`config.mk`:
```
export PLATFORM = sky130hd
export DESIGN_NAME = nibble_fetch_decode_flat
export DESIGN_NICKNAME = d
export VERILOG_FILES = /design/src/rtl/nibble_pkg.sv /design/src/rtl/nibble_fetch_decode_if.sv /design/src/rtl/nibble_fetch_decode_decoder.sv /design/src/rtl/nibble_fetch_decode.sv /design/src/flat_wrapper.sv
export SDC_FILE = /design/constraint.sdc
export NUM_CORES = 1
export LEC_CHECK = 0
export BUFFER_PORTS_ARGS = -buffer_cell sky130_fd_sc_hd__buf_2
export CORE_ASPECT_RATIO = 1.4
export CORE_MARGIN = 2
export CORE_UTILIZATION = 55
export CTS_CLUSTER_SIZE = 28
export DETAILED_ROUTE_END_ITERATION = 16
export PLACE_DENSITY = 0.79
export SLEW_MARGIN = 20
export SYNTH_ARGS = -nofsm -noshare
export SYNTH_HDL_FRONTEND = slang
export SYNTH_SLANG_ARGS = --single-unit
```
`constraint.sdc`:
```
create_clock -name clk -period 3 [get_ports clk]
set_input_delay 0.75 -clock clk [delete_from_list [all_inputs] [get_ports clk]]
set_output_delay 0.75 -clock clk [all_outputs]
set_load 0.02 [all_outputs]
```
`src/rtl/nibble_pkg.sv`:
```
// nibble_pkg: shared constants and types for the nibble fetch/decode sequencer.
//   - instruction layout widths (INSTR_W, OPND_W, CTRL_W, OPC_W)
//   - opcode constants OP_NOP .. OP_HALT
//   - sequencer state encoding
//   - f_is_alu(): opcode classification shared by the decoder and the DECODE stage
package nibble_pkg;

  localparam int INSTR_W = 8;
  localparam int OPND_W  = 4;
  localparam int CTRL_W  = 3;
  localparam int OPC_W   = INSTR_W - OPND_W;

  localparam logic [OPC_W-1:0] OP_NOP    = 4'h0;
  localparam logic [OPC_W-1:0] OP_ALU_LO = 4'h1;
  localparam logic [OPC_W-1:0] OP_ALU_HI = 4'h7;
  localparam logic [OPC_W-1:0] OP_OUT    = 4'h8;
  localparam logic [OPC_W-1:0] OP_JMP    = 4'h9;
  localparam logic [OPC_W-1:0] OP_JC     = 4'hA;
  localparam logic [OPC_W-1:0] OP_JZ     = 4'hB;
  localparam logic [OPC_W-1:0] OP_JNC    = 4'hC;
  localparam logic [OPC_W-1:0] OP_JNZ    = 4'hD;
  localparam logic [OPC_W-1:0] OP_RSVD   = 4'hE;
  localparam logic [OPC_W-1:0] OP_HALT   = 4'hF;

  // ST_STEP is only reachable when single stepping is compiled in.
  typedef enum logic [2:0] {
    ST_IDLE    = 3'd0,
    ST_FETCH   = 3'd1,
    ST_DECODE  = 3'd2,
    ST_EXECUTE = 3'd3,
    ST_FLAGS   = 3'd4,
    ST_HALT    = 3'd5,
    ST_STEP    = 3'd6
  } state_e;

  // ALU opcodes are 0x1..0x7: top bit clear and not NOP.
  function automatic logic f_is_alu(input logic [OPC_W-1:0] opc);
    return (opc >= OP_ALU_LO) && (opc <= OP_ALU_HI);
  endfunction

endpackage

```
`src/rtl/nibble_fetch_decode_if.sv`:
```
// nibble_fetch_decode_if: program ROM port plus accumulator-datapath control bus.
//   master (sequencer): drives rom_addr, data_in, control, load_acu,
//                       enable_out_alu, halted; receives rom_data, c_in, z_in.
//   slave  (ROM + datapath side): the mirror image.
interface nibble_fetch_decode_if #(
  parameter int ADDR_W = 4
);
  import nibble_pkg::*;

  logic [ADDR_W-1:0]  rom_addr;
  logic [INSTR_W-1:0] rom_data;
  logic               c_in;
  logic               z_in;
  logic [OPND_W-1:0]  data_in;
  logic [CTRL_W-1:0]  control;
  logic               load_acu;
  logic               enable_out_alu;
  logic               halted;

  modport master (
    output rom_addr, data_in, control, load_acu, enable_out_alu, halted,
    input  rom_data, c_in, z_in
  );

  modport slave (
    input  rom_addr, data_in, control, load_acu, enable_out_alu, halted,
    output rom_data, c_in, z_in
  );

endinterface

```
`src/rtl/nibble_fetch_decode_decoder.sv`:
```
// nibble_decoder: purely combinational opcode classifier.
//   i_opcode     : instruction opcode (ir[7:4])
//   i_c_flag     : registered carry flag
//   i_z_flag     : registered zero flag
//   o_is_alu     : opcode 0x1..0x7
//   o_is_out     : OUT
//   o_is_jump    : any jump opcode (JMP/JC/JZ/JNC/JNZ)
//   o_jump_taken : jump condition satisfied (always for JMP)
//   o_is_halt    : HALT
module nibble_decoder
  import nibble_pkg::*;
(
  input  logic [OPC_W-1:0] i_opcode,
  input  logic             i_c_flag,
  input  logic             i_z_flag,
  output logic             o_is_alu,
  output logic             o_is_out,
  output logic             o_is_jump,
  output logic             o_jump_taken,
  output logic             o_is_halt
);

  // Opcode classification and jump-condition evaluation.
  always_comb begin
    o_is_alu     = f_is_alu(i_opcode);
    o_is_out     = 1'b0;
    o_is_jump    = 1'b0;
    o_jump_taken = 1'b0;
    o_is_halt    = 1'b0;
    case (i_opcode)
      OP_OUT:  o_is_out = 1'b1;
      OP_JMP: begin
        o_is_jump    = 1'b1;
        o_jump_taken = 1'b1;
      end
      OP_JC: begin
        o_is_jump    = 1'b1;
        o_jump_taken = i_c_flag;
      end
      OP_JZ: begin
        o_is_jump    = 1'b1;
        o_jump_taken = i_z_flag;
      end
      OP_JNC: begin
        o_is_jump    = 1'b1;
        o_jump_taken = ~i_c_flag;
      end
      OP_JNZ: begin
        o_is_jump    = 1'b1;
        o_jump_taken = ~i_z_flag;
      end
      OP_HALT: o_is_halt = 1'b1;
      // NOP, ALU ops and the reserved opcode need no extra flags.
      default: o_is_halt = 1'b0;
    endcase
  end

endmodule

```
`src/rtl/nibble_fetch_decode.sv`:
```
// nibble_fetch_decode: multi-cycle fetch/decode sequencer for the 4-bit
// accumulator datapath. Fetches {opcode, operand} words from a synchronous
// ROM (data one cycle after address) and drives the datapath controls.
//
// Ports:
//   clk    : rising-edge clock
//   reset  : synchronous active-low reset
//   run    : start request, only looked at in IDLE
//   step   : single-step strobe (only with SINGLE_STEP_EN defined)
//   bus    : nibble_fetch_decode_if.master -- rom_addr/rom_data, c_in/z_in,
//            data_in, control, load_acu, enable_out_alu, halted
//
// Optional feature macro: SINGLE_STEP_EN. When defined, every entry into
// FETCH (after IDLE start and after each instruction) waits for step==1.
//
// Instruction timing: FETCH, DECODE, EXECUTE (+ FLAGS for ALU ops).
module nibble_fetch_decode
  import nibble_pkg::*;
#(
  parameter int                ADDR_W   = 4,
  parameter logic [ADDR_W-1:0] PC_RESET = {ADDR_W{1'b0}}
) (
  input  logic                  clk,
  input  logic                  reset,
  input  logic                  run,
`ifdef SINGLE_STEP_EN
  input  logic                  step,
`endif
  nibble_fetch_decode_if.master bus
);

  localparam logic [ADDR_W-1:0] PC_ONE = {{(ADDR_W-1){1'b0}}, 1'b1};

  state_e             r_state;
  state_e             w_state_nxt;
  state_e             w_resume;
  logic               w_fetch_go;

  logic [ADDR_W-1:0]  r_pc,      w_pc_nxt;
  logic [INSTR_W-1:0] r_ir,      w_ir_nxt;
  logic [OPND_W-1:0]  r_data_in, w_data_in_nxt;
  logic [CTRL_W-1:0]  r_control, w_control_nxt;
  logic               r_load,    w_load_nxt;
  logic               r_en_out,  w_en_out_nxt;
  logic               r_halted,  w_halted_nxt;
  logic               r_c_flag,  w_c_flag_nxt;
  logic               r_z_flag,  w_z_flag_nxt;

  logic w_is_alu, w_is_out, w_is_jump, w_jump_taken, w_is_halt;
  logic [ADDR_W-1:0] w_jump_target;

`ifdef SINGLE_STEP_EN
  assign w_fetch_go = step;
`else
  assign w_fetch_go = 1'b1;
`endif

  // Where an instruction boundary goes next: straight to FETCH or the step stall.
  assign w_resume = w_fetch_go ? ST_FETCH : ST_STEP;

  // Operand zero-extended to the PC width.
  assign w_jump_target = ADDR_W'(r_ir[OPND_W-1:0]);

  nibble_decoder u_decoder (
    .i_opcode     (r_ir[INSTR_W-1:OPND_W]),
    .i_c_flag     (r_c_flag),
    .i_z_flag     (r_z_flag),
    .o_is_alu     (w_is_alu),
    .o_is_out     (w_is_out),
    .o_is_jump    (w_is_jump),
    .o_jump_taken (w_jump_taken),
    .o_is_halt    (w_is_halt)
  );

  // Sequencer state register.
  always_ff @(posedge clk) begin
    if (!reset) begin
      r_state <= ST_IDLE;
    end else begin
      r_state <= w_state_nxt;
    end
  end

  // Sequencer next-state logic.
  always_comb begin
    w_state_nxt = r_state;
    case (r_state)
      ST_IDLE: begin
        if (run) begin
          w_state_nxt = w_resume;
        end else begin
          w_state_nxt = ST_IDLE;
        end
      end
      ST_STEP:    w_state_nxt = w_resume;
      ST_FETCH:   w_state_nxt = ST_DECODE;
      ST_DECODE:  w_state_nxt = ST_EXECUTE;
      ST_EXECUTE: begin
        if (w_is_halt) begin
          w_state_nxt = ST_HALT;
        end else if (w_is_alu) begin
          w_state_nxt = ST_FLAGS;
        end else begin
          w_state_nxt = w_resume;
        end
      end
      ST_FLAGS:   w_state_nxt = w_resume;
      ST_HALT:    w_state_nxt = ST_HALT;
      default:    w_state_nxt = ST_IDLE;
    endcase
  end

  // Next values of PC, IR, flags and datapath controls for each state.
  always_comb begin
    w_pc_nxt      = r_pc;
    w_ir_nxt      = r_ir;
    w_data_in_nxt = r_data_in;
    w_control_nxt = r_control;
    w_load_nxt    = 1'b0;
    w_en_out_nxt  = r_en_out;
    w_halted_nxt  = r_halted;
    w_c_flag_nxt  = r_c_flag;
    w_z_flag_nxt  = r_z_flag;
    case (r_state)
      ST_DECODE: begin
        w_ir_nxt      = bus.rom_data;
        w_data_in_nxt = bus.rom_data[OPND_W-1:0];
        w_pc_nxt      = r_pc + PC_ONE;
        // load_acu is registered here so it is high for exactly the EXECUTE cycle.
        if (f_is_alu(bus.rom_data[INSTR_W-1:OPND_W])) begin
          w_control_nxt = bus.rom_data[OPND_W+CTRL_W-1:OPND_W];
          w_load_nxt    = 1'b1;
        end else begin
          w_control_nxt = r_control;
          w_load_nxt    = 1'b0;
        end
      end
      ST_EXECUTE: begin
        if (w_is_out) begin
          w_en_out_nxt = r_ir[0];
        end else begin
          w_en_out_nxt = r_en_out;
        end
        // Overrides the increment made in DECODE.
        if (w_is_jump && w_jump_taken) begin
          w_pc_nxt = w_jump_target;
        end else begin
          w_pc_nxt = r_pc;
        end
        if (w_is_halt) begin
          w_halted_nxt = 1'b1;
        end else begin
          w_halted_nxt = r_halted;
        end
      end
      ST_FLAGS: begin
        // The accumulator settled at the EXECUTE edge, so c_in/z_in are current.
        w_c_flag_nxt = bus.c_in;
        w_z_flag_nxt = bus.z_in;
      end
      default: begin
        w_load_nxt = 1'b0;
      end
    endcase
  end

  // PC, IR, flag and output registers.
  always_ff @(posedge clk) begin
    if (!reset) begin
      r_pc      <= PC_RESET;
      r_ir      <= {INSTR_W{1'b0}};
      r_data_in <= {OPND_W{1'b0}};
      r_control <= {CTRL_W{1'b0}};
      r_load    <= 1'b0;
      r_en_out  <= 1'b0;
      r_halted  <= 1'b0;
      r_c_flag  <= 1'b0;
      r_z_flag  <= 1'b0;
    end else begin
      r_pc      <= w_pc_nxt;
      r_ir      <= w_ir_nxt;
      r_data_in <= w_data_in_nxt;
      r_control <= w_control_nxt;
      r_load    <= w_load_nxt;
      r_en_out  <= w_en_out_nxt;
      r_halted  <= w_halted_nxt;
      r_c_flag  <= w_c_flag_nxt;
      r_z_flag  <= w_z_flag_nxt;
    end
  end

  assign bus.rom_addr       = r_pc;
  assign bus.data_in        = r_data_in;
  assign bus.control        = r_control;
  assign bus.load_acu       = r_load;
  assign bus.enable_out_alu = r_en_out;
  assign bus.halted         = r_halted;

endmodule

```
`src/flat_wrapper.sv`:
```
// flat-port wrapper written by rule: the top's interface ports become plain ports
module nibble_fetch_decode_flat import nibble_pkg::*;
#(
  parameter int                ADDR_W   = 4,
  parameter logic [ADDR_W-1:0] PC_RESET = {ADDR_W{1'b0}}
)
  (clk, reset, run, bus_rom_addr, bus_data_in, bus_control, bus_load_acu, bus_enable_out_alu, bus_halted, bus_rom_data, bus_c_in, bus_z_in);
  nibble_fetch_decode_if #(.ADDR_W(ADDR_W)) bus_i ();
  input  logic clk;
  input  logic reset;
  input  logic run;
  output wire logic [$bits(bus_i.rom_addr)-1:0] bus_rom_addr;
  output wire logic [$bits(bus_i.data_in)-1:0] bus_data_in;
  output wire logic [$bits(bus_i.control)-1:0] bus_control;
  output wire logic [$bits(bus_i.load_acu)-1:0] bus_load_acu;
  output wire logic [$bits(bus_i.enable_out_alu)-1:0] bus_enable_out_alu;
  output wire logic [$bits(bus_i.halted)-1:0] bus_halted;
  input wire logic [$bits(bus_i.rom_data)-1:0] bus_rom_data;
  input wire logic [$bits(bus_i.c_in)-1:0] bus_c_in;
  input wire logic [$bits(bus_i.z_in)-1:0] bus_z_in;
  assign bus_rom_addr = bus_i.rom_addr;
  assign bus_data_in = bus_i.data_in;
  assign bus_control = bus_i.control;
  assign bus_load_acu = bus_i.load_acu;
  assign bus_enable_out_alu = bus_i.enable_out_alu;
  assign bus_halted = bus_i.halted;
  assign bus_i.rom_data = bus_rom_data;
  assign bus_i.c_in = bus_c_in;
  assign bus_i.z_in = bus_z_in;
  nibble_fetch_decode #(.ADDR_W(ADDR_W), .PC_RESET(PC_RESET)) u_core (.clk(clk), .reset(reset), .run(run), .bus(bus_i));
endmodule
```
# After elaboration in Yosys (flattened, before gate mapping)
# Index checks and enable logic that the tools add are counted.
# classes
n_addsub,1
order_cmp,4
eq_ne,14
muxes,11
bitwise,2
n_reduce_logical,12
# ops
op,count
4-bit equality test (second input constant),7
3-bit case mux with 6 select lines,1
2-bit AND reduction,5
3-bit equality test (second input constant),3
4-bit by 1-bit >= comparator with 1-bit output (second input constant),2
4-bit by 3-bit less-or-equal comparator with 1-bit output (second input constant),2
4-bit case mux with 2 select lines,1
3-bit by 2-bit equality test with 1-bit output (second input constant),2
3-bit 2-to-1 mux,2
1-bit 2-to-1 mux,5
1-bit case mux with 5 select lines,1
5-bit OR reduction,1
4-bit by 1-bit adder with 4-bit output (second input constant),1
4-bit 2-to-1 mux,1
3-bit by 1-bit equality test with 1-bit output (second input constant),1
1-bit logical AND,3
3-bit zero test,1
2-bit by 1-bit != test with 1-bit output (second input constant),1
1-bit NOT,2
2-bit nonzero test,1
2-bit OR reduction,1
# word_totals
ff_bits,27
input_bits,13
word_cells,54

# Longest topological paths before layout
# Gate-level depths: netlist (run 1).
# depth
ltp_word,6
mapped_depth,7
mapped_depth_nobuf,4

# Modules after synthesis
# A second synthesis (run 1) with hierarchy kept.
# hier_totals
hier_cells,139
hier_area_um2,1146.1
# modules_own_cells
module,instances,cells_per_inst,area_per_inst_um2
nibble_fetch_decode,1,125,1071.0
nibble_decoder,1,14,75.1

# Worst setup path after synthesis (run 1)
# No wires, ideal clock.
# synth_timing
path_kind,input -> register
from,input port bus_rom_data[4]
to,register u_core.r_control[0] (netlist: u_core.bus.control[0])
setup_ns,0.070
t_arrival_ns,1.420
required_ns,2.930
slack_ns,1.510
stages,4
path_buffers,0
path_cell_list,nor3_1 > nor3_4 > nand2b_1 > a21oi_1
# synth_via
elab_chain_len,3
word_cells_on_any_way,4
classes_between,2 x order compare; 2 x reduce/logical
# synth_lines
element,line,rtl
"start, declared",flat_wrapper.sv:18,input wire logic [$bits(bus_i.rom_data)-1:0] bus_rom_data;
4-bit by 1-bit >= comparator with 1-bit output or 4-bit by 3-bit less-or-equal comparator with 1-bit output (tied branches),nibble_pkg.sv:38,return (opc >= OP_ALU_LO) && (opc <= OP_ALU_HI);
1-bit logical AND,nibble_pkg.sv:38,
2-bit AND reduction (no line),--,
"end signal, assigned",nibble_fetch_decode.sv:173,r_control <= {CTRL_W{1'b0}};
"end signal, assigned",nibble_fetch_decode.sv:183,r_control <= w_control_nxt;
"end, declared",nibble_fetch_decode.sv:42,"logic [CTRL_W-1:0] r_control, w_control_nxt;"
# Parallel ways exist; a longest one is shown, timed or not.
# A chain may end at the register's enable or synchronous reset.

# Worst setup path in the final report (run 1)
# layout_timing
from,register u_core.r_state[1]
to,register u_core.r_control[1] (netlist: u_core.bus.control[1])
# layout_via
elab_chain_len,2
# layout_lines
element,line,rtl
"start, declared",nibble_fetch_decode.sv:34,state_e r_state;
"start signal, assigned",nibble_fetch_decode.sv:80,r_state <= w_state_nxt;
3-bit by 2-bit equality test with 1-bit output,nibble_fetch_decode.sv:124,case (r_state)
2-bit AND reduction (no line),--,
# No other way between the ends.

==> impl_metrics.tcl, run 1 <==
set metrics [dict create \
    status "completed" \
    syn2layout_area_growth_pct 11.1 \
    io_pins 27 \
    ctsLongestPathBuffers 2 \
    relSlewSlack_pct 54.7 \
    rsz0062_at_grt "no" \
    grt_pass1_vias 960 \
    synth_compound_area_share_pct 17.6 \
    rows 19 \
    core-area_um2 1930 \
    cts_tree "built" \
    num_antenna_cells 0 \
    worst_slew_pin_slew_ns 0.676 \
    routed_via_density 5.76 \
    setup_violations 0 \
    nFillCells 184 \
    p_per_area_nw_per_um2 541 \
    firstDrtPassIters 4 \
    worstSkewPairLatency_ns 0.31 \
    crit_arrival_ns 1.94 \
    synth_top_area_cell "dfxtp_1" \
    dp.cells 172 \
    die_h_um 57.1 \
    synthAdderAreaFrac_pct 1.13 \
    htree_num_levels 1 \
    synth-seq-area-share_pct 41.5 \
    dpl_worst_slack_ns 1.25 \
    synthMuxAreaShare_pct 4.63 \
    die_x_um 41.9 \
    drt_iter0_drc 11 \
    path_max_fanout 15 \
    final_cells 176 \
    finalCritPeriodShare_pct 58.5 \
    final_hold_viol_count 0 \
    synth_top_area_share_pct 41.5 \
    p_total_mw 0.666 \
    synth-seq-cells 23 \
    nets 170 \
    num_vias 1014 \
    layout-drive-gt1-share_pct 21.3 \
    setup_ws_ns 1.25 \
    grt_pass1_wl_mm 4.03 \
    required_ns 3.19 \
    wl_per_cell_um 13.1 \
    cts.clk_slew.worst_paths_ns 0.12 \
    hold_ws_ns 0.479 \
    ys_types 39 \
    synth_top_family_by_area "simple AND/OR/NAND/NOR gates" \
    finalClockSkew_ns 0.00515 \
    tns_ns 0 \
    hold_class "flip-flop to flip-flop" \
    portBuffers 26 \
    synthCells 135 \
    root_buffer "clkbuf_4" \
    postCtsHoldBufs 0 \
    dieArea_um2 2400 \
    postSynthAreaPerCell_um2 8.21 \
    hpwl_mm 1.73 \
    synth_xor_area_share_pct 0.790 \
    period_needed_ns 1.75 \
    synthSimpleGateAreaFrac_pct 27.9 \
    clock.fmax_mhz 570 \
    yosysWarnings 0 \
    synth.area.top_cells "dfxtp_1 42%, nand2_1 8.5%, a21oi_1 7.2%" \
    max_cap_violations 0 \
    leakagePower_nw 0.516 \
    ctsResizeCount 0 \
    antenna_found_initial 0 \
    slew_violations 0 \
    synthesis.nets 149 \
    worst_setup_path_start_kind "flip-flop" \
    cts_inserted_buffers 3 \
    critPathKind "flip-flop to flip-flop" \
    ir_worst_vdd_mv 0.429 \
    overflow 0 \
    ant_nets 0 \
    syn-cell-area_um2 1110 \
    start_util_pct 57.6 \
    cts_sinks 23 \
    grt_max_degree 21 \
    track_usage_pct 21.7 \
    place_congestion 0.895 \
    remaining_drc_errors 0 \
    cp-end-kind "flip-flop" \
    post-cts-setup-buffers 0 \
    wl_mm 2.31 \
]
[final cells by class]
type	instances	area (um2)	area share (%)
Sequential cell	23	460	37.4
Timing Repair Buffer	26	130	10.6
Inverter	3	11.3	0.915
Multi-Input combinational cell	99	577	46.8
Clock buffer	4	26.3	2.13
Tap cell	21	26.3	2.13
[cell usage after synthesis]
master,n
a211oi_1,1
a21oi_1,16
a21oi_2,1
a221oi_1,1
a31oi_1,1
and2_1,1
and3_1,3
and3b_1,2
buf_2,3
buf_4,5
clkbuf_1,2
dfxtp_1,23
ha_1,1
inv_1,3
mux2_2,1
mux2i_1,4
nand2_1,25
nand2b_1,2
nand3_1,3
nand3b_1,1
nor2_1,9
nor2b_1,2
nor3_1,4
nor3_4,1
nor3b_1,1
nor3b_2,1
nor4_1,2
o2111a_1,1
o2111ai_1,1
o21ai_0,5
o21bai_1,1
o22ai_1,1
o31a_1,1
o31ai_1,1
o32ai_1,1
or2b_1,1
or3_1,1
or3b_1,1
xnor2_1,1
[cell usage in the layout (no fill, tap or decap), drive strengths merged, types with 3 or more instances in the layout]
master  instances
buf            26
nand2          25
dfxtp          23
a21oi          17
nor2            9
o21ai           5
nor3            5
mux2i           4
clkbuf          4
inv             3
nand3           3
and3            3
[routing by layer]
| layer | global-route usage, % | vias up | part of all wire (%) |
|---|---|---|---|
| li1 | - | 508 | - |
| met1 | 21.6 | 477 | 40 |
| met2 | 42.4 | 22 | 53 |
| met3 | 1.90 | 7 | 4.0 |
| met4 | 12.4 | 0 | 3.2 |
| met5 | 0 | - | 0 |
[registers in the layout, summed over array words and instances, names as in the netlist]
| signal | count |
|---|---|
| u_core.r_state | 3 |
| u_core.bus.data_in | 3 |
| u_core.bus.halted | 1 |
| u_core.r_z_flag | 1 |
| u_core.bus.enable_out_alu | 1 |
| u_core.bus.rom_addr | 4 |
| u_core.bus.control | 3 |
| u_core.bus.load_acu | 1 |
| u_core.r_c_flag | 1 |
| u_core.r_ir | 5 |
[cell families after synthesis]
family | after synthesis
xor gates and xnor gates | 1
buffers and inverters | 13
AOI/OAI and AO/OA | 32
adders and majority gates | 1
and+or+nand+nor | 60
muxes | 5
DFF | 23
[critical path: stages (launching register included)]
cell and delay [ns]:
dfxtp_1 0.45, or3b_1 0.61, nor3_4 0.30, mux2i_1 0.21, nor2_1 0.06
[stage by stage]
stage / utilization (%) / instance area, um2
floorplan: - / 1110
global placement: 62.6 / 1200
detailed placement: 62.6 / 1200
CTS: 63.9 / 1230
global route: 63.9 / 1230
finish: 63.9 / 1230
[final timing paths]
| check | from | endpoint | slack (ns) | depth (start not counted) |
|---|---|---|---|---|
| worst max-delay path | u_core.r_state[1] | u_core.bus.control[1] | 1.25 | 4 |
| worst max register to register | u_core.r_state[1] | u_core.bus.control[1] | 1.25 | 4 |
| worst min register to register | u_core.bus.data_in[1] | u_core.bus.data_in[1] | 0.48 | 2 |
| worst min-delay path | u_core.bus.data_in[1] | u_core.bus.data_in[1] | 0.48 | 2 |
[report_power, final]
group / internal (mW) / leakage (nW) / switching [mW]
logic: 0.0636 / 0.315 / 0.0966
registers: 0.330 / 0.187 / 0.0332
clock network: 0.0520 / 0.0150 / 0.0910
Note: power is estimated with default switching activity, not from simulation.
==> run 2: changes to the inputs <==
--- a/config.mk
+++ b/config.mk
@@ -8,10 +8,10 @@
 export BUFFER_PORTS_ARGS = -buffer_cell sky130_fd_sc_hd__buf_2
 export CORE_ASPECT_RATIO = 1.4
 export CORE_MARGIN = 2
-export CORE_UTILIZATION = 55
+export CORE_UTILIZATION = 51
 export CTS_CLUSTER_SIZE = 28
 export DETAILED_ROUTE_END_ITERATION = 16
-export PLACE_DENSITY = 0.79
+export PLACE_DENSITY = 0.74
 export SLEW_MARGIN = 20
 export SYNTH_ARGS = -nofsm -noshare
 export SYNTH_HDL_FRONTEND = slang
==> constraint.sdc (replaced) <==
create_clock -name clk -period 1.7 [get_ports clk]
set_input_delay 0.425 -clock clk [delete_from_list [all_inputs] [get_ports clk]]
set_output_delay 0.425 -clock clk [all_outputs]
set_load 0.02 [all_outputs]
==> run 2 against run 1 <==
  * Core utilization down 4.8 points
  * Maximum frequency rose by 13%
  * Register-to-register slack got worse by 1.1 ns
  * Die area up 7.2%
==> impl_metrics.tcl, run 2 (same netlist as run 1, synthesis figures left out) <==
set metrics [dict create \
    drt_iter0_drc 25 \
    ir_worst_vdd_mv 0.523 \
    grt_pass1_wl_mm 3.78 \
    layout-drive-gt1-share_pct 23.4 \
    worstSkewPairLatency_ns 0.31 \
    path_max_fanout 8 \
    p_per_area_nw_per_um2 949 \
    dieArea_um2 2570 \
    cts_sinks 23 \
    grt_pass1_vias 939 \
    dpl_worst_slack_ns 0.0763 \
    rsz0062_at_grt "no" \
    cts.clk_slew.worst_paths_ns 0.12 \
    nets 173 \
    worst_setup_path_start_kind "flip-flop" \
    track_usage_pct 19.2 \
    setup_ws_ns 0.142 \
    required_ns 1.88 \
    syn2layout_area_growth_pct 13.4 \
    post-cts-setup-buffers 0 \
    rr_endpoint "u_core.bus.control[1]" \
    cts_tree "built" \
    cts_inserted_buffers 3 \
    num_vias 1009 \
    io_pins 27 \
    overflow 0 \
    critPathKind "flip-flop to flip-flop" \
    period_needed_ns 1.56 \
    cp-end-kind "flip-flop" \
    crit_arrival_ns 1.74 \
    min_to "u_core.r_c_flag" \
    start_util_pct 52.1 \
    core-area_um2 2130 \
    final_area_um2 1260 \
    finalCritPeriodShare_pct 91.6 \
    die_h_um 59.2 \
    dp.cells 176 \
    rows 20 \
    tns_ns 0 \
    min_from "bus_c_in" \
    wl_per_cell_um 12.4 \
    num_antenna_cells 0 \
    final_hold_viol_count 0 \
    most-common-layout-cells "26 x buf_2, 25 x nand2_1, 23 x dfxtp_1, 16 x a21oi_1, 9 x nor2_1" \
    largest_register_ffs 5 \
    firstDrtPassIters 4 \
    leakagePower_nw 0.533 \
    remaining_drc_errors 0 \
    slew_violations 0 \
    hold_depth 3 \
    routed_via_density 5.61 \
    wl_mm 2.22 \
    setup_violations 0 \
    ctsResizeCount 0 \
    nFillCells 210 \
    hpwl_mm 1.69 \
    portBuffers 26 \
    place_congestion 0.864 \
    finalClockSkew_ns 0.00764 \
    r2r-start "u_core.r_state[1]" \
    ctsLongestPathBuffers 2 \
    reg2reg_depth 4 \
    hold_class "primary input to flip-flop" \
    final_cells 180 \
    status "completed" \
    root_buffer "clkbuf_4" \
    die_x_um 43.4 \
    antenna_found_initial 0 \
    worst_slew_pin_slew_ns 0.618 \
    clock.fmax_mhz 642 \
    regMostFlops "u_core.r_ir" \
    postCtsHoldBufs 0 \
    post-route-util_pct 59.1 \
    max_cap_violations 0 \
    rrSetupSlack_ns 0.14 \
    layout_commonest_cell "buf_2" \
    placed_area_um2 1230 \
    grt_max_degree 21 \
    relSlewSlack_pct 58.8 \
    htree_num_levels 1 \
    ant_nets 0 \
]
==> run 2: cell count changes in the layout (fill, tap and decap cells not counted) <==
cell,change
buf_4,+3
or3b_1,-1
or3b_4,+1
==> run 2: per-layer routing <==
layer  wire [um]  vias up  track usage, %  part of all wire, %
li1            -      515               -                    -
met1         955      470            19.8                   43
met2        1160       19            37.1                   52
met3          66        5            1.83                  3.0
met4          42        0            9.52                  1.9
met5           0        -               0                    0
==> run 2: final cells by class <==
cell class	count	area, um2	share of cell area, %
clock buffers	4	26.3	2.09
well taps	22	27.5	2.19
repair buffers	29	153	12.1
multi-input cells	99	579	46.1
flip-flops and latches	23	460	36.6
inverters	3	11.3	0.896
==> run 2: through the flow <==
| step | hold slack [ns] | total power, mW |
|---|---|---|
| CTS | 0.338 | 1.20 |
| finish | 0.341 | 1.19 |
| floorplan | 0.445 | 0.875 |
| global placement | 0.448 | 0.945 |
| detailed placement | 0.464 | 0.955 |
| global route | 0.337 | 1.26 |
==> run 2: worst max path at each step <==
| stage | from | end | slack, ns | cells after the start |
|---|---|---|---|---|
| 6_report | u_core.r_state[1] | u_core.bus.control[1] | 0.14 | 4 |
| 2_1_floorplan | u_core.r_state[0] | u_core.bus.control[1] | 0.22 | 6 |
| 3_5_place_dp | u_core.r_state[1] | u_core.bus.control[1] | 0.08 | 4 |
| 4_1_cts | u_core.r_state[1] | u_core.bus.control[1] | 0.05 | 4 |
| 5_1_grt | u_core.r_state[1] | u_core.bus.rom_addr[3] | 0.0003 | 4 |
| 3_3_place_gp | u_core.r_state[1] | u_core.bus.control[2] | 0.14 | 4 |
==> run 2: where the power goes <==
part           internal [mW]  total, mW  switching (mW)
clock                 0.0916      0.246           0.154
combinational          0.134      0.314           0.180
sequential             0.583      0.633          0.0502
==> run 2: worst max-delay path: stages (launching register included) <==
cell and delay (ns):
dfxtp_1 0.45, or3b_4 0.47, nor3_4 0.24, mux2i_1 0.21, nor2_1 0.05
